[src/rtl/ps2_key_decoder.sv]
// PS/2 keyboard front end: synchronises and deglitches the raw pin pair, receives
// 11-bit frames, checks parity/stop, folds E0/F0 prefixes into an 11-bit key event.
`timescale 1ns/1ps

module ps2_key_decoder #(
  parameter int FILTER_LEN = 8,
  parameter int TIMEOUT    = 12000
) (
  input  logic        clk_sys,
  input  logic        reset,
  input  logic        ps2_clk,
  input  logic        ps2_data,
  output logic [10:0] ps2_key,
  output logic        frame_err
);

  localparam int FLT_W = (FILTER_LEN > 1) ? $clog2(FILTER_LEN) : 1;
  localparam int TMO_W = $clog2(TIMEOUT + 1);

  localparam logic [1:0] ST_IDLE   = 2'd0;
  localparam logic [1:0] ST_DATA   = 2'd1;
  localparam logic [1:0] ST_PARITY = 2'd2;
  localparam logic [1:0] ST_STOP   = 2'd3;

  localparam logic [7:0] CODE_EXT = 8'hE0;
  localparam logic [7:0] CODE_REL = 8'hF0;

  logic [1:0]       clk_sync;
  logic [1:0]       data_sync;
  logic             clk_s;
  logic             data_s;

  logic             filt_clk;
  logic [FLT_W-1:0] flt_cnt;
  logic             strobe;

  logic [1:0]       state;
  logic [2:0]       bit_cnt;
  logic [7:0]       shift_reg;
  logic             parity_bit;
  logic [TMO_W-1:0] tmo_cnt;

  logic             frame_done;
  logic             frame_ok;
  logic             ext_flag;
  logic             rel_flag;

  // Both lines idle high, so the synchronisers reset to 1 to avoid a fake falling edge.
  // NOTE: sequential state uses non-blocking (<=) so every flop samples pre-edge values;
  // blocking here would collapse the two synchroniser stages into one.
  always_ff @(posedge clk_sys or posedge reset) begin
    if (reset) begin
      clk_sync  <= 2'b11;
      data_sync <= 2'b11;
    end else begin
      clk_sync  <= {clk_sync[0], ps2_clk};
      data_sync <= {data_sync[0], ps2_data};
    end
  end

  assign clk_s  = clk_sync[1];
  assign data_s = data_sync[1];

  // The filtered clock follows the synchronised level only after FILTER_LEN
  // consecutive samples disagree with it; any agreeing sample restarts the run.
  always_ff @(posedge clk_sys or posedge reset) begin
    if (reset) begin
      filt_clk <= 1'b1;
      flt_cnt  <= '0;
    end else if (clk_s == filt_clk) begin
      flt_cnt  <= '0;
    end else if (flt_cnt == FLT_W'(FILTER_LEN - 1)) begin
      filt_clk <= clk_s;
      flt_cnt  <= '0;
    end else begin
      flt_cnt  <= flt_cnt + FLT_W'(1);
    end
  end

  // Strobe fires in the cycle the filtered clock is about to fall.
  assign strobe = filt_clk && !clk_s && (flt_cnt == FLT_W'(FILTER_LEN - 1));

  // NOTE: every always_comb output gets a default first, so no path can infer a latch.
  always_comb begin
    frame_done = 1'b0;
    frame_ok   = 1'b0;
    if (strobe && state == ST_STOP) begin
      frame_done = 1'b1;
      frame_ok   = (^{shift_reg, parity_bit}) && data_s;
    end
  end

  // Frame receiver; a strobe always takes priority over the inactivity timeout.
  // NOTE: datapath registers are reset too -- there are no memory arrays here,
  // so clearing them costs nothing and keeps post-reset behaviour deterministic.
  always_ff @(posedge clk_sys or posedge reset) begin
    if (reset) begin
      state      <= ST_IDLE;
      bit_cnt    <= '0;
      shift_reg  <= '0;
      parity_bit <= 1'b0;
      tmo_cnt    <= '0;
    end else if (strobe) begin
      tmo_cnt <= '0;
      case (state)
        ST_IDLE: begin
          if (!data_s) begin
            state   <= ST_DATA;
            bit_cnt <= '0;
          end
        end
        ST_DATA: begin
          shift_reg <= {data_s, shift_reg[7:1]};
          if (bit_cnt == 3'd7) begin
            state <= ST_PARITY;
          end else begin
            bit_cnt <= bit_cnt + 3'd1;
          end
        end
        ST_PARITY: begin
          parity_bit <= data_s;
          state      <= ST_STOP;
        end
        default: begin
          state <= ST_IDLE;
        end
      endcase
    end else if (state != ST_IDLE) begin
      if (tmo_cnt == TMO_W'(TIMEOUT - 1)) begin
        state   <= ST_IDLE;
        bit_cnt <= '0;
        tmo_cnt <= '0;
      end else begin
        tmo_cnt <= tmo_cnt + TMO_W'(1);
      end
    end else begin
      tmo_cnt <= '0;
    end
  end

  // Byte processing: prefixes only set flags; any other byte emits one event.
  always_ff @(posedge clk_sys or posedge reset) begin
    if (reset) begin
      ps2_key   <= 11'h000;
      frame_err <= 1'b0;
      ext_flag  <= 1'b0;
      rel_flag  <= 1'b0;
    end else begin
      frame_err <= 1'b0;
      if (frame_done) begin
        if (!frame_ok) begin
          frame_err <= 1'b1;
          ext_flag  <= 1'b0;
          rel_flag  <= 1'b0;
        end else if (shift_reg == CODE_EXT) begin
          ext_flag <= 1'b1;
        end else if (shift_reg == CODE_REL) begin
          rel_flag <= 1'b1;
        end else begin
          ps2_key  <= {~ps2_key[10], ~rel_flag, ext_flag, shift_reg};
          ext_flag <= 1'b0;
          rel_flag <= 1'b0;
        end
      end
    end
  end

endmodule

[config.mk]
export PLATFORM = sky130hd
export DESIGN_NAME = ps2_key_decoder
export DESIGN_NICKNAME = d
export VERILOG_FILES = /design/src/rtl/ps2_key_decoder.sv
export SDC_FILE = /design/constraint.sdc
export NUM_CORES = 1
export LEC_CHECK = 0
export CAP_MARGIN = 20
export CORE_ASPECT_RATIO = 2
export CORE_MARGIN = 10
export CORE_UTILIZATION = 40
export DETAILED_ROUTE_END_ITERATION = 8
export PLACE_DENSITY = 0.63
export SKIP_LAST_GASP = 1
export SYNTH_ARGS = -nofsm -noshare
export SYNTH_HDL_FRONTEND = slang
export SYNTH_SLANG_ARGS = --single-unit
[constraint.sdc]
create_clock -name clk_sys -period 2.7 [get_ports clk_sys]
set_input_delay 0.675 -clock clk_sys [delete_from_list [all_inputs] [get_ports clk_sys]]
set_output_delay 0.675 -clock clk_sys [all_outputs]
set_load 0.02 [all_outputs]
### Word level (Yosys, flattened, before mapping)

Cells that the tools add are included.
W data, S select, Z words.

| word-level totals | value |
|---|---|
| output and inout port bits | 12 |
| register bits | 50 |
| input port bits | 4 |
| word-level logic and storage cells | 81 |

| cells by class | value |
|---|---|
| reductions and logical operators | 18 |
| eq/ne operators | 15 |
| bitwise operators | 5 |
| mux-type cells | 27 |
| add/subtract/negate cells | 3 |

Operator list:

| kind | number |
|---|---|
| $mux W14 | 3 |
| $mux W3 | 7 |
| $eq A8 B8 Y1 const B | 2 |
| $add A14 B1 Y14 const B | 1 |
| $eq A14 B14 Y1 const B | 1 |
| $ne A3 B3 Y1 const B | 4 |
| $mux W1 | 10 |
| $mux W2 | 5 |
| $reduce_and A2 Y1 | 5 |
| $reduce_xor A9 Y1 | 1 |
| $reduce_and A4 Y1 | 2 |
| $add A3 B1 Y3 const B | 2 |
| $eq A3 B3 Y1 const B | 2 |
| $pmux W2 S3 | 1 |
| $pmux W3 S2 | 1 |
| $reduce_bool A2 Y1 | 3 |
| $not A1 Y1 | 5 |
| $reduce_and A5 Y1 | 1 |
| $eq A2 B2 Y1 const B | 2 |
| $logic_and A1 B1 Y1 | 4 |
| $ne A3 B1 Y1 const B | 1 |
| $eq A2 B1 Y1 const B | 1 |
| $logic_not A2 Y1 | 1 |
| $ne A2 B2 Y1 const B | 1 |
| other kinds (2) | 2 |

### Depth between registers and ports, before layout

Gate-level depths: netlist (run 1).

| depth | value |
|---|---|
| depth after elaboration | 7 |
| mapped depth | 8 |
| gate-level depth less buffers | 8 |

### Worst setup path after synthesis (run 1)

OpenSTA, ideal clock, no wires.

| path | value |
|---|---|
| kind | register to register |
| from | register shift_reg[2] |
| to | register ps2_key[2] |
| path buffers | 1 |
| data arrival time | 1.996 ns |
| path slack | 0.578 ns |
| stages on the path, launching flop included | 8 |
| required time | 2.575 ns |
| clock period less this slack | 2.122 ns |
| library setup time | 0.125 ns |
| cell sequence | dfrtp_1 > xnor2_1 > xnor3_2 > xnor2_1 > mux2i_4 > a21oi_2 > buf_6 > mux2_4 |

| on the way | value |
|---|---|
| word-level cells in the longest chain between the ends | 4 |
| elaborated cells between the ends (all ways) | 8 |
| classes of those cells | eq/ne (2); mux (1); bitwise (2); reduce/logical (3) |

RTL lines:

| item | RTL line | text |
|---|---|---|
| start, declared | 39 | `logic [7:0] shift_reg;` |
| start signal, assigned | 113 | `shift_reg <= {data_s, shift_reg[7:1]};` |
| $reduce_xor A9 Y1 | 89 | `frame_ok = (^{shift_reg, parity_bit}) && data_s;` |
| $logic_and A1 B1 Y1 | 89 |  |
| $mux W1 | 87 | `if (strobe && state == ST_STOP) begin` |
| $reduce_and A4 Y1 (no line) | - |  |
| end signal, assigned | 160 | `ps2_key <= {~ps2_key[10], ~rel_flag, ext_flag, shift_reg};` |
| end, declared | 13 | `output logic [10:0] ps2_key,` |

Parallel ways exist; a longest one is shown, timed or not.
A chain may end at the register's enable or synchronous reset.

### Worst setup path after layout (run 1)

| path | value |
|---|---|
| from | register shift_reg[2] |
| to | register ps2_key[6] |

| on the way | value |
|---|---|
| word-level cells in the longest chain between the ends | 4 |
| elaborated cells between the ends (all ways) | 8 |
| classes of those cells | eq/ne (2); mux (1); bitwise (2); reduce/logical (3) |

RTL lines:

| item | RTL line |
|---|---|
| $reduce_xor A9 Y1 | 89 |
| $logic_and A1 B1 Y1 | 89 |
| $mux W1 | 87 |
| $reduce_and A4 Y1 (no line) (*) | - |

Mark *: on every way between the ends. The rest lies on a longest branch, timed or not.

==> impl_metrics.ini, run 1 <==
[setup_path]
r2r-end = ps2_key[6]$_DFFE_PP0P_
critPathArrivalTime_ns = 2.57
critical_path_class = reg -> reg
slowest_delay_ns = 0.50
end_kind = flop
crit_family = XOR/XNOR gates
path_cells = xnor2_1 -> xnor3_2 -> xnor2_1 -> mux2i_4 -> a21oi_2 -> buf_4 -> mux2_4
worstSetupStartpointType = flop
rr_worst_depth = 7
cp.required_ns = 2.87
worstReg2RegStart = shift_reg[2]$_DFFE_PP0P_
cp_max_fo = 7
r2r_slack_ns = 0.30
cp_slowest_cell = xnor3_2
crit_top_cell = xnor2_1
crit_buf_inv = 1

[synth]
synth_area_leader_cell = dfrtp_1
synth_ff_type = dfrtp_1
syn_avg_cell_area_um2 = 11.65
yosysSeqAreaShare_pct = 53.71
synth_warnings = 0
netlist_area_um2 = 2341
synth.distinct_cells = 40
syn_nets = 215
synthCells = 201
synth_common_cells = 45 x dfrtp_1, 19 x nor2_1, 15 x nand2_1
netlist_top_cells_area = dfrtp_1 48%, dfstp_2 5.6%, ha_1 5.3%
synth-async-reset-ratio_pct = 100.0
yosys_register_bits = 50
synth_top_area_share_pct = 48.10
synth-edff-count = 0
synth.most_common_cell = dfrtp_1

[finish]
fin_cells = 284
design_area_um2 = 2728
final_core_util_pct = 47.78
drive_gt1_share_pct = 11.66
syn_to_final_growth_pct = 16.52
largest_reg_flops = 14
fillers = 539
diodes = 0
nets = 236

[power_and_ir_drop]
switchingPower_mw = 0.2919
p_comb_share_pct = 3.9
leakage_nw = 1.250
powerDensity_nw_per_um2 = 534.5
cell_internal_pwr_mw = 1.166
peakVddDrop_mv = 0.3963
seq_power_share_pct = 53.7
clockPowerShare_pct = 42.5
swShare_pct = 20.03

[timing]
period_minus_slack_ns = 2.396
grt_setup_unrepaired = false
tns_ns = 0
maxSlewViolCount = 0
setup_viol = 0
tightest_slew_ns = 0.5470
finClkSkew_ns = 0.004643
finalHoldViolations = 0
fmax_mhz = 417.3
hold_ws_ns = 0.3555
relSlewSlack_pct = 63.48
final.period_utilization_pct = 88.75

[min_path]
hold_class = reg -> reg
hold_end = clk_sync[1]$_DFF_PP1_
hold_depth = 0
hold_start = clk_sync[0]$_DFF_PP1_

[clocking]
postCtsHoldBufs = 0
clk_latency_ns = 0.29
cts_setup_buffers = 0
cts.reportedPaths.clkPinSlew_ns = 0.06
cts_tree = done
htreeDepth = 2
cts_resized = 0
clock_sinks = 50
numCtsBuffers = 5
clockBufferDepth = 2
cts_root_buf = clkbuf_16

[global_routing]
grt_pass1_wl_mm = 7.431
grt_max_degree = 27
grt_usage_pct = 9.751
gr-total-overflow = 0
antenna_found_initial = 0
grt_pass1_vias = 1648

[floorplanning]
ios = 16
die_area_um2 = 9498
num_rows = 39
initial_core_util_pct = 41.00
die_w_um = 74.10
core_area_um2 = 5709
fp.dieH_um = 128.2

[placed_design]
dpl_cell_area_um2 = 2580
gp_congestion = 0.7266
io_buffers = 15
place_inst = 276
dp_hpwl_mm = 3.166

[routing]
antenna_left = 0
drt_iter0_markers = 76
drc = 0
wire_per_inst_um = 14.69
vias = 1484
routed_wl_mm = 4.172
routed_via_density = 5.225
firstDrtPassIters = 4

[outcome]
status = completed

[flow_run]
drv_cap = 0
==> worst reg2reg max path: cells and delay by family, from the launching register on <==
family | cells | cell delay, ns
mux | 2 | 0.41
xor+xnor | 3 | 0.94
compound gates | 1 | 0.27
flops | 1 | 0.42
buf+inv | 1 | 0.24
==> routing by layer <==
| metal | up-vias | track usage, % | routed length (µm) |
|---|---|---|---|
| met5 | - | 0 | 0 |
| met4 | 0 | 4.300 | 69 |
| met3 | 5 | 2.481 | 172 |
| met2 | 23 | 18.09 | 2430 |
| met1 | 728 | 9.486 | 1500 |
| li1 | 728 | - | - |
==> worst max path at each step <==
stage                              from  cells after the start  slack (ns)                     end
6_report       shift_reg[2]$_DFFE_PP0P_                      7        0.30  ps2_key[6]$_DFFE_PP0P_
5_1_grt        shift_reg[2]$_DFFE_PP0P_                      7        0.17  ps2_key[6]$_DFFE_PP0P_
4_1_cts        shift_reg[2]$_DFFE_PP0P_                      7        0.27  ps2_key[6]$_DFFE_PP0P_
3_5_place_dp   shift_reg[2]$_DFFE_PP0P_                      7        0.29  ps2_key[5]$_DFFE_PP0P_
3_3_place_gp   shift_reg[2]$_DFFE_PP0P_                      7        0.35  ps2_key[5]$_DFFE_PP0P_
2_1_floorplan  shift_reg[2]$_DFFE_PP0P_                      7        0.58  ps2_key[2]$_DFFE_PP0P_
==> area by class of cell <==
class / instances / area (µm²) / area share, %
flip-flops and latches: 50 / 1257 / 46.10
multi-input cells: 136 / 1020 / 37.39
repair buffers: 18 / 185.2 / 6.789
clock buffers: 7 / 142.6 / 5.229
well taps: 61 / 76.32 / 2.798
inverters: 11 / 41.29 / 1.514
clock inverters: 1 / 5.005 / 0.1835
==> cells by family after synthesis <==
family,synth area share (%)
AND/OR/NAND/NOR,14.00
flip-flops,53.71
multiplexers,10.05
AO/OA/AOI/OAI,6.040
XOR/XNOR,8.124
adder cells (fa/ha/maj),5.345
buffers and inverters,2.726
==> power by group through the flow <==
stage	registers, mW	logic, mW	clock network (mW)
after floorplan	0.794	0.0398	0
after global placement	0.795	0.0561	0
after detailed placement	0.797	0.0592	0
after CTS	0.783	0.0593	0.643
after global routing	0.784	0.0676	0.670
final	0.782	0.0561	0.619
==> per-stage QoR <==
step / worst slack (ns) / total power, mW
floorplan: 0.5785 / 0.8336
global placement: 0.3460 / 0.8513
detailed placement: 0.2855 / 0.8558
CTS: 0.2723 / 1.485
global route: 0.1678 / 1.521
finish: 0.3038 / 1.458
==> layout by cell type, fill, tap and decap left out, types with 2 or more instances in the layout <==
cell type	count
dfrtp_1	45
nor2_1	19
nand2_1	15
clkdlybuf4s50_1	15
xnor2_1	11
inv_1	10
mux2_1	10
ha_1	10
nand3_1	8
xor2_1	8
o21ai_1	6
mux2_4	6
dfstp_2	5
clkbuf_16	5
and3_1	4
nor3_1	4
o21ai_0	4
a21oi_1	3
nor2b_1	3
and2_1	2
nand4_1	2
a32o_1	2
or3_1	2
o31ai_1	2
buf_4	2
(Power assumes the default switching activity.)
==> inputs of run 2 (changes only) <==
Settings changed: CORE_UTILIZATION 40 to 35, PLACE_DENSITY 0.63 to 0.59.
Clock period 2.7 ns to 2 ns, I/O delays scaled along.
==> impl_metrics.ini, run 2 (synthesis gave the netlist of run 1 again) <==
[floorplanning]
initial_core_util_pct = 35.64
die_w_um = 77.83
ios = 16
num_rows = 42
core_area_um2 = 6569
fp.dieH_um = 135.7
die_area_um2 = 10560

[clocking]
clk_latency_ns = 0.29
cts_tree = done
cts.reportedPaths.clkPinSlew_ns = 0.06
clock_sinks = 50
cts_setup_buffers = 0
clockBufferDepth = 2
postCtsHoldBufs = 0
htreeDepth = 2
cts_root_buf = clkbuf_16
numCtsBuffers = 5

[global_routing]
grt_pass1_vias = 1611
grt_pass1_wl_mm = 7.583
grt_max_degree = 51
grt_usage_pct = 9.045
antenna_found_initial = 0
gr-total-overflow = 0

[routing]
drt_iter0_markers = 56
vias = 1517
firstDrtPassIters = 4
wire_per_inst_um = 13.57
antenna_left = 0
routed_wl_mm = 4.396
drc = 0
routed_via_density = 4.682

[power_and_ir_drop]
p_comb_share_pct = 4.1
leakage_nw = 1.348
powerDensity_nw_per_um2 = 680.0
clockPowerShare_pct = 42.7
switchingPower_mw = 0.4057
swShare_pct = 20.47
peakVddDrop_mv = 0.4964
seq_power_share_pct = 53.3
cell_internal_pwr_mw = 1.577

[placed_design]
place_ws_ns = -0.2156
dp_hpwl_mm = 3.291
gp_congestion = 0.7667
io_buffers = 15

[setup_path]
worstSetupStartpointType = flop
rr_worst_depth = 7
r2r-end = ps2_key[8]$_DFFE_PP0P_
cp.required_ns = 2.17
end_kind = flop
r2r_slack_ns = -0.23
cp_max_fo = 11
worstReg2RegStart = shift_reg[6]$_DFFE_PP0P_
critical_path_class = reg -> reg
critPathArrivalTime_ns = 2.40

[timing]
hold_ws_ns = 0.3571
worst_slack_ns = -0.2277
setup_viol = 11
final.period_utilization_pct = 111.4
period_minus_slack_ns = 2.228
finClkSkew_ns = 0.004140
fmax_mhz = 448.9
tightest_slew_ns = 0.3125
grt_setup_unrepaired = true
relSlewSlack_pct = 79.03
finalHoldViolations = 0
maxSlewViolCount = 0

[min_path]
hold_class = reg -> reg
hold_depth = 0
hold_end = data_sync[1]$_DFF_PP1_
hold_start = data_sync[0]$_DFF_PP1_

[outcome]
status = finished with violations
violations = setup timing

[finish]
seqCellArea_um2 = 1257
final_core_util_pct = 44.38
nets = 249
diodes = 0
mostFrequentLayoutCell = dfrtp_1
multiInputGateArea_um2 = 1064
largest_reg_flops = 14
final_cell_mix = 45 x dfrtp_1, 19 x nor2_1, 15 x nand2_1, 15 x clkdlybuf4s50_1, 14 x buf_4
syn_to_final_growth_pct = 24.53
drive_gt1_share_pct = 19.49
fillers = 617

[flow_run]
drv_cap = 0
[run 2: critical path: stages, from the launching register on]
cell,delay [ns]
dfrtp_1,0.38
xnor2_1,0.18
xnor3_2,0.53
mux2_4,0.34
mux2i_4,0.14
a21oi_2,0.09
buf_12,0.15
mux2_1,0.30
[run 2: layout make-up]
type                       count  share of cell area [%]
sequential                    50                   43.13
multi-input combinational    136                   36.48
timing repair buffer          31                   10.13
clock buffer                   7                   4.893
tap                           88                   3.777
inverter                      11                   1.416
clock inverter                 1                  0.1717
[run 2: per-stage QoR]
step | instance area [µm²] | power (mW) | setup TNS (ns) | instances
after floorplan | 2349 | 1.125 | -0.6075 | 201
after global placement | 2731 | 1.151 | -0.9316 | 316
after detailed placement | 2731 | 1.158 | -1.506 | 316
after CTS | 2879 | 2.017 | -1.506 | 324
after global routing | 2915 | 2.071 | -2.251 | 324
final | 2915 | 1.982 | -1.585 | 324
[run 2: how the worst max path moves through the flow]
stage	start	to	slack [ns]	depth (start not counted)
2_1_floorplan	shift_reg[6]$_DFFE_PP0P_	ps2_key[2]$_DFFE_PP0P_	-0.12	7
4_1_cts	shift_reg[6]$_DFFE_PP0P_	ps2_key[8]$_DFFE_PP0P_	-0.22	7
6_report	shift_reg[6]$_DFFE_PP0P_	ps2_key[8]$_DFFE_PP0P_	-0.23	7
3_5_place_dp	parity_bit$_DFFE_PP0P_	ps2_key[8]$_DFFE_PP0P_	-0.22	7
5_1_grt	shift_reg[6]$_DFFE_PP0P_	ps2_key[8]$_DFFE_PP0P_	-0.29	7
3_3_place_gp	shift_reg[5]$_DFFE_PP0P_	ps2_key[8]$_DFFE_PP0P_	-0.15	7
[run 2: metal layers]
layer / global-route usage, % / part of all wire [%] / up-vias
li1: - / - / 750
met1: 8.367 / 38 / 744
met2: 17.01 / 56 / 18
met3: 2.660 / 3.5 / 5
met4: 4.898 / 2.1 / 0
met5: 0 / 0 / -
[run 2: power groups by stage]
stage,Sequential [mW],Clock [mW],Combinational [mW]
6_report,1.06,0.846,0.0804
5_1_grt,1.06,0.917,0.0954
4_1_cts,1.06,0.878,0.0832
3_5_place_dp,1.08,0,0.0827
3_3_place_gp,1.07,0,0.0766
2_1_floorplan,1.07,0,0.0538
[run 2: what timing repair did]
item | 4_1_cts | 5_1_grt
endpoints found under the setup margin | 11 | 28
cloned | 0 | 0
resized for setup | 0 | 6
pin swaps | 1 | 3
